**src/rtl/instr_encoder.sv**
```systemverilog
// Program loader: packs instruction fields into 16-bit words and writes them
// sequentially into instruction memory, one word per accepted field set.
module instr_encoder #(
  parameter int ADDR_W = 5,
  parameter int DEPTH  = 32
) (
  input  logic              clk,
  input  logic              rst_n,
  input  logic              start,
  input  logic              in_valid,
  output logic              in_ready,
  input  logic              in_last,
  input  logic [3:0]        opcode,
  input  logic              addressing_mode,
  input  logic [2:0]        reg1,
  input  logic [2:0]        reg2,
  input  logic [2:0]        reg3,
  input  logic [4:0]        data_mem,
  input  logic [4:0]        instruction_mem,
  output logic              imem_we,
  output logic [ADDR_W-1:0] imem_addr,
  output logic [15:0]       imem_wdata,
  output logic              busy,
  output logic              done,
  output logic              overflow,
  output logic [ADDR_W:0]   count
);

  typedef enum logic [1:0] {
    S_IDLE  = 2'd0,
    S_LOAD  = 2'd1,
    S_FLUSH = 2'd2
  } state_t;

  localparam logic [ADDR_W:0]   FULL_COUNT = (ADDR_W+1)'(DEPTH);
  localparam logic [ADDR_W-1:0] LAST_ADDR  = ADDR_W'(DEPTH - 1);

  state_t            r_state;
  state_t            w_state_nxt;
  logic [ADDR_W:0]   r_count;
  logic [ADDR_W-1:0] r_ptr;
  logic [ADDR_W-1:0] r_addr;
  logic [15:0]       r_wdata;
  logic              r_we;
  logic              r_ovf;

  logic              w_full;
  logic              w_in_load;
  logic              w_open;
  logic              w_restart;
  logic              w_xfer;
  logic              w_ovf_hit;
  logic [15:0]       w_word;

  assign w_full    = (r_count == FULL_COUNT);
  assign w_in_load = (r_state == S_LOAD);
  assign w_open    = (r_state == S_IDLE) && start;
  assign w_restart = w_in_load && start;
  // A start in LOAD takes priority: any field set offered alongside it is dropped.
  assign w_xfer    = w_in_load && !start && in_valid && !w_full;
  assign w_ovf_hit = w_in_load && !start && in_valid && w_full;

  // NOTE: every combinational output gets a default first so no path leaves
  // a signal unassigned, which would otherwise infer a latch.
  always_comb begin
    w_word          = '0;
    w_word[15:12]   = opcode;
    w_word[11]      = addressing_mode;
    if (opcode[3:2] == 2'b11) begin
      w_word[4:0]   = instruction_mem;
    end else if (!addressing_mode) begin
      w_word[10:8]  = reg1;
      w_word[7:5]   = reg2;
      w_word[4:2]   = reg3;
    end else begin
      w_word[10:8]  = reg1;
      w_word[7:3]   = data_mem;
    end
  end

  always_comb begin
    w_state_nxt = r_state;
    in_ready    = 1'b0;
    busy        = 1'b0;
    done        = 1'b0;
    unique case (r_state)
      S_IDLE: begin
        if (start) w_state_nxt = S_LOAD;
      end
      S_LOAD: begin
        in_ready = !w_full;
        busy     = 1'b1;
        if (w_xfer && in_last) w_state_nxt = S_FLUSH;
      end
      S_FLUSH: begin
        busy        = 1'b1;
        done        = 1'b1;
        w_state_nxt = S_IDLE;
      end
      default: w_state_nxt = S_IDLE;
    endcase
  end

  // NOTE: sequential state uses non-blocking assignments so every register
  // samples pre-edge values regardless of statement order.
  always_ff @(posedge clk or negedge rst_n) begin
    if (!rst_n) begin
      r_state <= S_IDLE;
    end else begin
      r_state <= w_state_nxt;
    end
  end

  always_ff @(posedge clk or negedge rst_n) begin
    if (!rst_n) begin
      r_we    <= 1'b0;
      r_addr  <= '0;
      r_wdata <= '0;
      r_count <= '0;
      r_ptr   <= '0;
      r_ovf   <= 1'b0;
    end else begin
      r_we <= w_xfer;
      if (w_open || w_restart) begin
        r_count <= '0;
        r_ptr   <= '0;
        r_ovf   <= 1'b0;
      end else if (w_xfer) begin
        r_addr  <= r_ptr;
        r_wdata <= w_word;
        r_count <= r_count + 1'b1;
        // Pointer saturates at the last slot rather than wrapping over word 0.
        if (r_ptr != LAST_ADDR) r_ptr <= r_ptr + 1'b1;
      end else if (w_ovf_hit) begin
        r_ovf   <= 1'b1;
      end
    end
  end

  assign imem_we    = r_we;
  assign imem_addr  = r_addr;
  assign imem_wdata = r_wdata;
  assign overflow   = r_ovf;
  assign count      = r_count;

endmodule

```
**config.mk**
```make
export PLATFORM = sky130hd
export DESIGN_NAME = instr_encoder
export DESIGN_NICKNAME = d
export VERILOG_FILES = /design/src/rtl/instr_encoder.sv
export SDC_FILE = /design/constraint.sdc
export NUM_CORES = 1
export LEC_CHECK = 0
export CAP_MARGIN = 40
export CORE_UTILIZATION = 40
export DETAILED_ROUTE_END_ITERATION = 10
export GPL_TIMING_DRIVEN = 0
export HOLD_SLACK_MARGIN = 0.06
export PLACE_DENSITY = 0.75
export SYNTH_ARGS = -nofsm -noshare
export SYNTH_HDL_FRONTEND = slang
export SYNTH_SLANG_ARGS = --single-unit
```
**constraint.sdc**
```tcl
create_clock -name clk -period 1.8 [get_ports clk]
set_input_delay 0.36 -clock clk [delete_from_list [all_inputs] [get_ports clk]]
set_output_delay 0.36 -clock clk [all_outputs]
set_load 0.005 [all_outputs]
```
==> results of run 1 <==
[how the worst min path moves through the flow]
stage | startpoint | endpoint | slack, ps | cells past startpoint
after floorplan | rst_n | count[0]$_DFFE_PN0P_ | 60 | 0
after global placement | imem_wdata[13]$_DFFE_PN0P_ | imem_wdata[13]$_DFFE_PN0P_ | 460 | 2
after CTS | rst_n | imem_addr[4]$_DFFE_PN0P_ | 190 | 1
after detailed placement | imem_addr[0]$_DFFE_PN0P_ | imem_addr[0]$_DFFE_PN0P_ | 460 | 2
final | rst_n | r_ptr[1]$_DFFE_PN0P_ | 170 | 1
after global routing | rst_n | r_ptr[0]$_DFFE_PN0P_ | 220 | 1
[state kept, by name (all words and copies together), names as in the netlist]
register	cells
imem_addr	5
imem_wdata	16
r_ptr	5
count	6
overflow	1
imem_we	1
r_state	2
[Yosys cell counts, types with 2 or more instances]
cell type and number:
a21oi_1 4, and3_1 2, buf_4 2, buf_6 2, clkbuf_1 3, dfrtp_1 36, ha_1 9, inv_1 6
mux2_2 2, mux2i_1 11, nand2_1 57, nand3_1 4, nand4_1 2, nor2_1 4, nor2b_1 2, o21ai_0 11
o31ai_1 3
[metrics by stage]
stage	hold slack [ps]	instance area (sq um)	setup WS, ps	instances
floorplan	64.4	1740	137	175
global placement	456	2390	-479	284
detailed placement	462	2390	-171	284
CTS	191	2530	-48.5	294
global route	223	2560	-1.50	296
finish	167	2560	57.8	296
[final cells by class]
type / count / area, sq um / area share, %
repair buffers: 66 / 634 / 24.7
multi-input cells: 125 / 821 / 32.0
flip-flops and latches: 36 / 901 / 35.1
plain buffers: 7 / 50.0 / 1.95
well taps: 50 / 62.6 / 2.44
inverters: 7 / 26.3 / 1.02
clock buffers: 5 / 68.8 / 2.68
[routing by layer]
layer / track usage [%] / up-vias / share of wire [%]
met5: 0 / - / 0
met4: 4.69 / 0 / 0.82
met3: 7.50 / 4 / 6.7
met2: 29.3 / 40 / 46
met1: 23.9 / 675 / 46
li1: - / 722 / -
[logic make-up (layout without fill, tap and decap cells)]
logic type               after synthesis  count (layout)  share of synthesized area, %
XOR/XNOR                               1               1                         0.504
adder cells (fa/ha/maj)                9               9                          6.48
flip-flops                            36              36                          51.8
AO/OA/AOI/OAI                         23              23                          9.00
buffers and inverters                 14              85                          4.32
AND/OR/NAND/NOR                       79              79                          20.2
multiplexers                          13              13                          7.63
[what timing repair did]
action | 4_1_cts | 5_1_grt
resized for setup | 12 | 9
pin swaps | 1 | 2
setup endpoints to repair | 5 | 30
setup buffers | 5 | 2
cloned | 0 | 0
[where the power goes]
group	internal [mW]	total [mW]	switching, mW
combinational	0.764	1.30	0.535
clock	0.249	0.492	0.243
sequential	1.04	1.19	0.144
total	2.06	2.98	0.923
==> out/metrics.cfg, run 1 <==
[route]
antenna_left = 0
drt-total-wl_um = 3760
first_iter_violations = 31
drc = 0
vias_per_cell = 4.87
dr.pass1.iters = 4
vias = 1441
wl_per_cell_um = 12.7

[cts]
cts_made_buffers = 5
clock_sinks = 36
hold_buffers = 0
cts_tree = built
cts-root-buf = clkbuf_8
cts-htree-levels = 2
clk_pin_slew_worst_paths_ps = 60
clkLatencyLatePin_ps = 280
cts_buffer_depth = 2

[yosys]
async_reset_ff_share_pct = 100
synth-seq-cells = 36
yosysSeqAreaShare_pct = 51.8
yosysTopAreaCell = dfrtp_1
synth-edff-count = 0
synth_fp_nets = 213
yosys.area.top_type_share_pct = 51.8
synth.distinct_cells = 32
synthFlopType = dfrtp_1
syn_avg_cell_area_sq_um = 9.93
synth_warnings = 0
synth_area_leaders = dfrtp_1 (52%), nand2_1 (12%), ha_1 (6.5%), mux2i_1 (6.3%), o21ai_0 (3.2%)
syn_inst = 175
syn_area_sq_um = 1740

[sta]
finClkSkew_ps = 4.31
min_period_ps = 1740
finalCritPeriodShare_pct = 96.8
hold_viol_final = 0
drv_slew = 0
tns_ps = 0
slew-limit-headroom_pct = 46.8
finalSetupViolCount = 0
max_slew.worst_pin.slew_ps = 799
fmax_mhz = 574

[run]
drv_cap = 0

[final_layout]
diodes = 0
finish.utilization_pct = 62.7
nets = 286
fill_cells = 349
layout-drive-gt1-share_pct = 15.4
area_growth_pct = 47.5
final_cell_mix = nand2_1 (56), clkdlybuf4s50_1 (55), dfrtp_1 (36)
layout_commonest_cell = nand2_1

[worst_setup_path]
r2r_start = r_state[0]$_DFFE_PN0P_
worstSetupEndpointType = output pin
critPathBufInv = 1
cp.depth = 1
worstSetupPathType = flip-flop to output pin
cp.arrival_ps = 1380
crit_required_ps = 1440
r2r_end = imem_wdata[11]$_DFFE_PN0P_
crit_start = count[2]$_DFFE_PN0P_
cp_cell_sequence = clkdlybuf4s50_1
crit_path_start_kind = flip-flop
r2r_setup_slack_ps = 120
critPathTopFamily = buffers and inverters
slowest_stage = clkdlybuf4s50_1
crit_end = count[2]
rr_worst_depth = 9
crit_fanout = 7
critPathMaxStageDelay_ps = 570

[grt]
grt_max_degree = 37
first_global_vias = 1407
grt_use_total_pct = 18.7
antenna_found_initial = 0
grt-ovfl-total = 0
grt_pass1_wl_um = 6370

[outcome]
status = finished, final reports clean

[power_and_ir_drop]
cellPowerDensity_nw_per_um2 = 1160
irDropWorstVdd_uv = 786
p_total_mw = 2.98
leakage_nw = 1.20

[placed_design]
gp_congestion = 0.728
io_buffers = 59
hpwl_um = 2650

[floorplan]
num_rows = 23
ios = 61
start_util_pct = 42.5
dieWidth_um = 67.9
die_h_um = 67.9
die_area_sq_um = 4610
core-area_sq_um = 4090

[worst_hold_path]
hold_class = primary input to asynchronous set/reset pin

(Power assumes the default switching activity.)
==> inputs of run 2 (changes only) <==
--- a/config.mk
+++ b/config.mk
@@ -5,12 +5,14 @@
 export SDC_FILE = /design/constraint.sdc
 export NUM_CORES = 1
 export LEC_CHECK = 0
+export ABC_AREA = 1
 export CAP_MARGIN = 40
 export CORE_UTILIZATION = 40
 export DETAILED_ROUTE_END_ITERATION = 10
 export GPL_TIMING_DRIVEN = 0
 export HOLD_SLACK_MARGIN = 0.06
 export PLACE_DENSITY = 0.75
+export SKIP_LAST_GASP = 1
 export SYNTH_ARGS = -nofsm -noshare
 export SYNTH_HDL_FRONTEND = slang
 export SYNTH_SLANG_ARGS = --single-unit
==> out/metrics.cfg, run 2 <==
[yosys]
synth-edff-count = 0
synthFlopType = dfrtp_1
yosys.area.top_type_share_pct = 50.9
syn_area_sq_um = 1770
post-synth-top-count-cell = nand2_1
synth.distinct_cells = 24
synth_warnings = 0
synth_area_leaders = dfrtp_1 (51%), nand2_1 (13%), ha_1 (6.4%), o21ai_0 (6.2%), nand3_1 (4.5%)
syn_inst = 205
yosysSeqAreaShare_pct = 50.9
async_reset_ff_share_pct = 100
synth-seq-cells = 36
synth_commonest_cells = nand2_1 (61), dfrtp_1 (36), o21ai_0 (22)
yosysTopAreaCell = dfrtp_1
synth_fp_nets = 243
syn_avg_cell_area_sq_um = 8.63

[power_and_ir_drop]
p_total_mw = 3.34
p_sw_share_pct = 32.8
combPwrFrac_pct = 43.6
netSwitchingPower_mw = 1.09
cellPowerDensity_nw_per_um2 = 1290
seqPwrFrac_pct = 39.0
clockPowerShare_pct = 17.4
leakage_nw = 1.23
irDropWorstVdd_uv = 561
internal-power_mw = 2.25

[placed_design]
io_buffers = 60
hpwl_um = 2940
pre_cts_ws_ps = -73.5
gp_congestion = 0.749

[sta]
drv_slew = 0
finalCritPeriodShare_pct = 97.1
hold_viol_final = 0
tns_ps = 0
slew-limit-headroom_pct = 48.9
fmax_mhz = 572
min_period_ps = 1750
hold_slack_ps = 143
finalSetupViolCount = 0
max_slew.worst_pin.slew_ps = 766
finalWorstSetupSlack_ps = 52.6
rsz0062_at_grt = yes
finClkSkew_ps = 4.51

[route]
dr.pass1.iters = 4
vias_per_cell = 4.75
antenna_left = 0
wl_per_cell_um = 12.2
drc = 0
drt-total-wl_um = 4020
vias = 1568
first_iter_violations = 100

[floorplan]
num_rows = 23
die_area_sq_um = 4690
dieWidth_um = 68.5
die_h_um = 68.5
ios = 61
start_util_pct = 43.0
core-area_sq_um = 4120

[grt]
antenna_found_initial = 0
grt_max_degree = 37
first_global_vias = 1522
grt_pass1_wl_um = 6630
grt_use_total_pct = 19.6
grt-ovfl-total = 0

[cts]
clk_pin_slew_worst_paths_ps = 70
hold_buffers = 0
clock_sinks = 36
clkLatencyLatePin_ps = 290
cts_made_buffers = 5
cts-root-buf = clkbuf_8
cts_buffer_depth = 2
cts-htree-levels = 2
cts_tree = built

[worst_setup_path]
cp_cell_sequence = inv_2 > ha_1 > nand2_1 > inv_2 > nand3_4 > inv_2 > nor2_1 > clkdlybuf4s15_1
cp.arrival_ps = 1390
r2r_start = r_state[0]$_DFFE_PN0P_
worstSetupPathType = flip-flop to output pin
path_common_cell = inv_2
critPathBufInv = 4
critPathTopFamily = flip-flops
r2r_setup_slack_ps = 210
rr_worst_depth = 8
crit_fanout = 3
critPathMaxStageDelay_ps = 370
r2r_end = count[3]$_DFFE_PN0P_
crit_path_start_kind = flip-flop
worstSetupEndpointType = output pin
crit_required_ps = 1440
slowest_stage = dfrtp_1

[final_layout]
layout-drive-gt1-share_pct = 12.5
final_cell_mix = nand2_1 (61), clkdlybuf4s50_1 (56), dfrtp_1 (36)
nets = 317
layout_commonest_cell = nand2_1
area_growth_pct = 45.9
largest_register_ffs = 16
diodes = 0

[worst_hold_path]
hold_class = primary input to asynchronous set/reset pin

[outcome]
status = finished, final reports clean

[run]
drv_cap = 0

run 2: cell types whose count changed in the layout (fill, tap and decap cells not counted), sizes merged, moves of 7 or more:
cell / previous run / this run
mux2i: 11 / 0
nand2: 57 / 64
nor2: 5 / 16
nand3: 4 / 17
o21ai: 12 / 22
inv: 7 / 20
run 2: layout make-up:
type                       instances  area [sq um]
fill                             371          1530
inverter                          20          75.1
timing repair buffer              67           649
sequential                        36           901
clock buffer                       8          90.1
buffer                             6          42.5
multi-input combinational        143           761
tap                               50          62.6
run 2: kinds of logic (layout without fill, tap and decap cells):
group / Yosys count / after routing / share of synthesized area [%]
AOI/OAI and AO/OA: 31 / 31 / 9.97
and+or+nand+nor: 99 / 99 / 24.1
buffers and inverters: 26 / 101 / 6.65
DFF: 36 / 36 / 50.9
adders and majority gates: 9 / 9 / 6.37
xor gates and xnor gates: 4 / 4 / 1.98
run 2: per-layer routing:
metal	share of wire [%]	GRT usage (%)	up-vias
met2	48	32.2	33
met3	5.8	6.91	6
met5	0	0	-
met4	1.3	6.25	0
met1	44	23.9	724
li1	-	-	805
run 2: metrics by stage:
stage	area (sq um)	util, %	std cells
6_report	2580	62.7	330
5_1_grt	2580	62.7	330
4_1_cts	2550	62.0	327
3_5_place_dp	2430	59.0	315
3_3_place_gp	2430	59.1	315
2_1_floorplan	1770	-	205
run 2: how the worst max path moves through the flow:
stage	slack, ps	from	endpoint	depth (start not counted)
after global placement	-440	rst_n	imem_wdata[12]$_DFFE_PN0P_	1
after global routing	-30	count[0]$_DFFE_PN0P_	in_ready	8
after CTS	-30	count[0]$_DFFE_PN0P_	in_ready	8
final	50	count[0]$_DFFE_PN0P_	in_ready	8
after detailed placement	-70	count[0]$_DFFE_PN0P_	in_ready	8
after floorplan	410	r_state[1]$_DFFE_PN0P_	count[5]$_DFFE_PN0P_	9
run 2: worst reg2reg max path, delay by kind of cell, from the launching register on:
family / cells / cell delay, ps
fa+ha+maj: 1 / 200
compound gates: 1 / 70
simple gates: 4 / 450
flops: 1 / 400
buf+inv: 2 / 350
run 2: power by group through the flow:
| stage | combinational, mW | sequential, mW | clock [mW] |
|---|---|---|---|
| floorplan | 0.603 | 1.33 | 0 |
| global placement | 1.37 | 1.31 | 0 |
| detailed placement | 1.40 | 1.33 | 0 |
| CTS | 1.47 | 1.31 | 0.600 |
| global route | 1.66 | 1.35 | 0.637 |
| finish | 1.46 | 1.30 | 0.581 |
run 2: timing repair:
item                                   in CTS  in global routing
gates resized for setup                     8                  4
setup buffers                               4                  3
endpoints found under the hold margin       0                  0
setup endpoints to repair                   3                  3
